## src/rtl/angular_pkg.sv

```systemverilog
// Shared constants for the angular-predictor product accumulator: default widths,
// rounding offset and the largest representable predicted sample.
package angular_pkg;

   localparam int PW    = 16;
   localparam int BW    = 8;
   localparam int SHIFT = 6;
   localparam int CW    = 6;

   function automatic int round_ofs(input int shift);
      return 32'sd1 << (shift - 32'sd1);
   endfunction

   function automatic int max_sample(input int bw);
      return (32'sd1 << bw) - 32'sd1;
   endfunction

   localparam int ROUND_OFS  = round_ofs(SHIFT);
   localparam int MAX_SAMPLE = max_sample(BW);

endpackage

```

## src/rtl/angular_pred_accum_pipe_stage.sv

```systemverilog
// Generic valid/ready register slice: loads whenever empty or when its own
// contents leave in the same cycle, so bubbles collapse and full throughput holds.
module pipe_stage
   import angular_pkg::*;
#(
   parameter int W = 8
) (
   input  logic         clk,
   input  logic         rst,
   input  logic         i_valid,
   output logic         o_ready,
   input  logic [W-1:0] i_data,
   output logic         o_valid,
   input  logic         i_ready,
   output logic [W-1:0] o_data
);

   logic         r_valid;
   logic [W-1:0] r_data;

   assign o_ready = !r_valid || i_ready;
   assign o_valid = r_valid;
   assign o_data  = r_data;

   // Slice register: payload only captured on an actual transfer in.
   always_ff @(posedge clk or posedge rst) begin
      if (rst) begin
         r_valid <= 1'b0;
         r_data  <= {W{1'b0}};
      end else if (o_ready) begin
         r_valid <= i_valid;
         if (i_valid) begin
            r_data <= i_data;
         end
      end
   end

endmodule

```

## src/rtl/angular_pred_accum.sv

```systemverilog
// Reduces four signed tap products per sample through a 3-slice pipeline, then
// rounds, normalises and clips to an unsigned predicted sample with block tracking.
module angular_pred_accum
   import angular_pkg::*;
#(
   parameter int PW    = angular_pkg::PW,
   parameter int BW    = angular_pkg::BW,
   parameter int SHIFT = angular_pkg::SHIFT,
   parameter int CW    = angular_pkg::CW
) (
   input  logic                 clk,
   input  logic                 rst,
   input  logic                 in_valid,
   output logic                 in_ready,
   input  logic                 in_last,
   input  logic signed [PW-1:0] p0,
   input  logic signed [PW-1:0] p1,
   input  logic signed [PW-1:0] p2,
   input  logic signed [PW-1:0] p3,
   output logic                 out_valid,
   input  logic                 out_ready,
   output logic [BW-1:0]        out_sample,
   output logic                 out_last,
   output logic [CW-1:0]        out_idx,
   output logic                 block_done
);

   // One guard bit beyond PW+2 so the rounding offset cannot wrap a full-scale sum.
   localparam int SW  = PW + 3;
   localparam int W1  = 2 * PW + 3;
   localparam int W2  = SW + 1;
   localparam int W3  = BW + 1;
   localparam int RND = round_ofs(SHIFT);
   localparam logic [BW-1:0] L_MAX = BW'(max_sample(BW));

   logic [PW:0]   w_s01;
   logic [PW:0]   w_s23;
   logic [W1-1:0] w_s1_d;
   logic [W1-1:0] w_s1_q;
   logic          w_s1_valid;
   logic          w_s2_ready;

   logic [PW:0]   w_s01_q;
   logic [PW:0]   w_s23_q;
   logic [SW-1:0] w_sum;
   logic [W2-1:0] w_s2_d;
   logic [W2-1:0] w_s2_q;
   logic          w_s2_valid;
   logic          w_s3_ready;

   logic signed [SW-1:0] w_shifted;
   logic [BW-1:0] w_clip;
   logic [W3-1:0] w_s3_d;
   logic [W3-1:0] w_s3_q;
   logic          w_out_fire;

   logic [CW-1:0] r_idx;
   logic          r_block_done;

   assign w_s01  = {p0[PW-1], p0} + {p1[PW-1], p1};
   assign w_s23  = {p2[PW-1], p2} + {p3[PW-1], p3};
   assign w_s1_d = {in_last, w_s01, w_s23};

   pipe_stage #(.W(W1)) u_s1 (
      .clk     (clk),
      .rst     (rst),
      .i_valid (in_valid),
      .o_ready (in_ready),
      .i_data  (w_s1_d),
      .o_valid (w_s1_valid),
      .i_ready (w_s2_ready),
      .o_data  (w_s1_q)
   );

   assign w_s01_q = w_s1_q[2*PW+1:PW+1];
   assign w_s23_q = w_s1_q[PW:0];
   assign w_sum   = {{2{w_s01_q[PW]}}, w_s01_q} + {{2{w_s23_q[PW]}}, w_s23_q} + SW'(RND);
   assign w_s2_d  = {w_s1_q[W1-1], w_sum};

   pipe_stage #(.W(W2)) u_s2 (
      .clk     (clk),
      .rst     (rst),
      .i_valid (w_s1_valid),
      .o_ready (w_s2_ready),
      .i_data  (w_s2_d),
      .o_valid (w_s2_valid),
      .i_ready (w_s3_ready),
      .o_data  (w_s2_q)
   );

   assign w_shifted = $signed(w_s2_q[SW-1:0]) >>> SHIFT;

   // Clip the normalised value into the unsigned sample range.
   always_comb begin
      w_clip = {BW{1'b0}};
      if (w_shifted[SW-1]) begin
         w_clip = {BW{1'b0}};
      end else if (|w_shifted[SW-2:BW]) begin
         w_clip = L_MAX;
      end else begin
         w_clip = w_shifted[BW-1:0];
      end
   end

   assign w_s3_d = {w_s2_q[W2-1], w_clip};

   pipe_stage #(.W(W3)) u_s3 (
      .clk     (clk),
      .rst     (rst),
      .i_valid (w_s2_valid),
      .o_ready (w_s3_ready),
      .i_data  (w_s3_d),
      .o_valid (out_valid),
      .i_ready (out_ready),
      .o_data  (w_s3_q)
   );

   assign out_last   = w_s3_q[BW];
   assign out_sample = w_s3_q[BW-1:0];
   assign w_out_fire = out_valid && out_ready;

   // Sample index within the block and the completion pulse after a last transfer.
   always_ff @(posedge clk or posedge rst) begin
      if (rst) begin
         r_idx        <= {CW{1'b0}};
         r_block_done <= 1'b0;
      end else begin
         r_block_done <= w_out_fire && out_last;
         if (w_out_fire) begin
            if (out_last) begin
               r_idx <= {CW{1'b0}};
            end else begin
               r_idx <= r_idx + {{(CW-1){1'b0}}, 1'b1};
            end
         end
      end
   end

   assign out_idx    = r_idx;
   assign block_done = r_block_done;

endmodule

```

## config.mk

```make
export PLATFORM = sky130hd
export DESIGN_NAME = angular_pred_accum
export DESIGN_NICKNAME = d
export VERILOG_FILES = /design/src/rtl/angular_pkg.sv /design/src/rtl/angular_pred_accum_pipe_stage.sv /design/src/rtl/angular_pred_accum.sv
export SDC_FILE = /design/constraint.sdc
export NUM_CORES = 1
export LEC_CHECK = 0
export ABC_AREA = 1
export CORE_ASPECT_RATIO = 0.75
export CORE_MARGIN = 2
export CORE_UTILIZATION = 59
export CTS_CLUSTER_SIZE = 25
export DETAILED_ROUTE_END_ITERATION = 8
export PLACE_DENSITY_LB_ADDON = 0.05
export SLEW_MARGIN = 20
export SYNTH_ARGS = -nofsm -noshare
export SYNTH_HDL_FRONTEND = slang
export SYNTH_SLANG_ARGS = --single-unit
```

## constraint.sdc

```tcl
create_clock -name clk -period 4 [get_ports clk]
set_clock_uncertainty 0.2 [all_clocks]
set_input_delay 1.2 -clock clk [delete_from_list [all_inputs] [get_ports clk]]
set_output_delay 1.2 -clock clk [all_outputs]
set_load 0.005 [all_outputs]
```

==> results.py <==
metrics = {
    "status": {
        "status": "completed",
    },
    "timing": {
        "tns_ps": 0,
        "relSlewSlack": 0.495,
        "hold_viol": 0,
        "fmax_mhz": 258,
        "final.min_clock_period_ps": 3880,
        "timing.hold.ws_ps": 280,
        "min_period_over_period": 0.969,
        "tightestPinTransition_ps": 756,
        "setup_viol": 0,
        "rsz0062_at_grt": "false",
        "final.setup.worst_slack_ps": 123,
        "drv_slew": 0,
    },
    "routing": {
        "route.detailed.drc": 0,
        "wl_per_cell_um": 14.5,
        "drt_iter0_markers": 431,
        "finalWirelength_um": 13900,
        "via_per_inst": 5.56,
        "drt.antenna.violating_nets": 0,
        "vias": 5312,
        "drt-pass1-iter-count": 5,
    },
    "critical_path": {
        "arrival_ps": 2480,
        "slowest_stage": "clkdlybuf4s50_1",
        "critPathKind": "in2out",
        "path_cells": "clkdlybuf4s50_1 > inv_1 > nand2_2 > nor2_2 > nand2_2 > clkdlybuf4s50_1",
        "setup.worst_path.start_class": "input port",
        "crit_family": "buffers and inverters",
        "timing.critical_path.required_ps": 2600,
        "cpPeakStageDelay_ps": 510,
        "cp_num_buf_inv": 3,
        "critPathMaxFanout": 3,
        "endpoint_kind": "output pin",
        "cp-startpoint": "out_ready",
        "r2r-start": "u_s1.o_data[16]",
    },
    "floorplanning": {
        "coreArea_sq_um": 8970,
        "die-area_sq_um": 9940,
        "core.rowCount": 30,
        "die_y_um": 86.8,
        "die_w_um": 114,
        "initial_core_util": 0.602,
        "boundaryPins": 87,
    },
    "layout": {
        "n_antenna_cell": 0,
        "area_growth_pct": 23.3,
        "fin_nets": 976,
        "fin_cells": 956,
        "fin_util": 0.742,
        "drive_gt1_frac": 0.0533,
        "fillers": 715,
        "final_cell_area_sq_um": 6660,
    },
    "global_route": {
        "grtUsageMet3": 0.0531,
        "top_usage_layer": "met2",
        "use_met1": 0.417,
        "met2_usage": 0.476,
        "gr-usage-all-layers": 0.294,
        "grt_pass1_vias": 4975,
        "grt_pass1_wl_um": 23200,
        "grt.overflow.total": 0,
        "grt_max_degree": 48,
        "grt_antenna_before_repair": 0,
    },
    "synth": {
        "seq_area_frac_synth": 0.315,
        "synth_warnings": 0,
        "synth.cell_area_sq_um": 5400,
        "avgSynthCellArea_sq_um": 7.17,
        "syn_nets": 889,
        "synth_cell_type_count": 38,
        "ys_seq_elements": 68,
        "syn-instance-count": 753,
    },
    "place": {
        "placed_area_sq_um": 6340,
        "dp_cells": 941,
        "place_ws_ps": 134,
        "gp_congestion": 0.950,
        "io_buffers": 86,
        "dpl.hpwl_um": 10800,
    },
    "cts": {
        "cts.sinks": 68,
        "cts_setup_buffers": 0,
        "cts_buffer_depth": 2,
        "cts_buffers": 9,
        "cts.root.buffer_cell": "clkbuf_16",
        "holdBufCountCts": 0,
        "cts_tree": "built",
        "cts.clk_slew.worst_paths_ps": 60,
        "htreeDepth": 3,
        "clk_latency_ps": 330,
        "cts-resized-gates": 0,
    },
    "power": {
        "powerDensity_nw_per_um2": 540,
        "p_leak_nw": 3.45,
        "peakVddDrop_mv": 0.339,
        "power.total_mw": 3.59,
    },
    "worst_hold_path": {
        "worstHoldPathType": "reg2reg",
        "hold_start": "u_s3.o_data[4]",
    },
    "flow_run": {
        "maxCapViolCount": 0,
    },
}
-- synthesized netlist by cell type --
master | count | area (sq um)
a21o_1 | 1 | 7.51
a21oi_1 | 45 | 225
a21oi_2 | 3 | 26.3
a21oi_4 | 1 | 16.3
a22oi_1 | 1 | 7.51
a2bb2oi_1 | 1 | 8.76
a31oi_1 | 2 | 12.5
and2_1 | 1 | 6.26
buf_2 | 5 | 25.0
buf_4 | 1 | 7.51
buf_6 | 4 | 45.0
clkbuf_1 | 2 | 7.51
dfrtp_1 | 68 | 1700
fa_1 | 2 | 40.0
ha_1 | 65 | 813
inv_1 | 78 | 293
inv_2 | 6 | 22.5
nand2_1 | 232 | 871
nand2_2 | 10 | 62.6
nand3_1 | 68 | 340
nand3_2 | 2 | 20.0
nand3b_1 | 2 | 15.0
nand4_1 | 7 | 43.8
nand4_2 | 1 | 12.5
nor2_1 | 54 | 203
nor2_2 | 2 | 12.5
nor2_4 | 1 | 11.3
nor3_1 | 10 | 50.1
nor3_2 | 1 | 10.0
o21a_1 | 2 | 15.0
o21ai_0 | 32 | 160
o21ai_1 | 13 | 65.1
o21bai_1 | 12 | 90.1
o21bai_2 | 1 | 11.3
o22ai_1 | 2 | 12.5
or2_0 | 2 | 12.5
xnor2_1 | 6 | 52.6
xor2_1 | 7 | 61.3
-- logic make-up after synthesis --
kind of cell	Yosys count	share of synthesized area
XOR/XNOR	13	0.0211
AND/OR/NAND/NOR	393	0.309
AO/OA/AOI/OAI	116	0.122
adder cells (fa/ha/maj)	67	0.158
flip-flops	68	0.315
buffers and inverters	96	0.0742
-- final timing paths --
kind	to	slack (ps)	cells past startpoint
worst max-delay path	in_ready	120	6
worst max register to register	u_s2.o_data[18]	1500	12
min in group asynchronous	out_idx[5]	1130	2
worst min-delay path	u_s3.o_data[4]	280	2
worst min register to register	u_s3.o_data[4]	280	2
max in group asynchronous	u_s1.o_data[6]	1830	3
-- routing by layer --
| layer | vias up | wire [um] | share of wire |
|---|---|---|---|
| met5 | - | 0 | 0 |
| met4 | 0 | 121 | 0.0087 |
| met3 | 18 | 978 | 0.070 |
| met2 | 190 | 6180 | 0.44 |
| met1 | 2437 | 6610 | 0.48 |
| li1 | 2667 | - | - |
-- layout make-up --
| cell class | count | area, sq um | area share |
|---|---|---|---|
| clock inverters | 4 | 73.8 | 0.0111 |
| repair buffers | 88 | 888 | 0.133 |
| multi-input cells | 589 | 3300 | 0.495 |
| flip-flops and latches | 68 | 1700 | 0.256 |
| clock buffers | 11 | 243 | 0.0365 |
| inverters | 84 | 315 | 0.0474 |
| well taps | 112 | 140 | 0.0210 |
-- placed cells by master, fill, tap and decap left out, drive strengths merged --
| cell type | instances |
|---|---|
| nand2 | 242 |
| clkdlybuf4s50 | 86 |
| inv | 84 |
| nand3 | 70 |
| dfrtp | 68 |
| ha | 65 |
| nor2 | 57 |
| a21oi | 49 |
| o21ai | 45 |
| o21bai | 13 |
| nor3 | 11 |
| clkbuf | 11 |
| nand4 | 8 |
| xor2 | 7 |
| xnor2 | 6 |
| o21a | 2 |
| nand3b | 2 |
| o22ai | 2 |
| or2 | 2 |
| a31oi | 2 |
| fa | 2 |
| bufinv | 2 |
| clkinv | 2 |
| buf | 2 |
| a21o | 1 |
| and2 | 1 |
| a22oi | 1 |
| a2bb2oi | 1 |
-- report_power, final --
part           internal [mW]  switching [mW]  leakage, nW
clock network          0.559           0.294        0.156
logic                  0.687           0.993         2.47
registers              0.916           0.143        0.827
-- registers in the layout, summed over array words and instances, names as in the netlist --
| register | cells |
|---|---|
| block_done | 1 |
| u_s2.o_valid | 1 |
| u_s3.o_data | 9 |
| u_s1.o_valid | 1 |
| u_s1.o_data | 35 |
| out_idx | 6 |
| u_s3.o_valid | 1 |
| u_s2.o_data | 14 |
-- worst min-delay path, delay by kind of cell, from the launching register on --
| kind | cells | cell delay (ps) |
|---|---|---|
| AO/OA/AOI/OAI | 1 | 60 |
| flip-flops | 1 | 340 |
| AND/OR/NAND/NOR | 1 | 50 |
Note: power is estimated with default switching activity, not from simulation.
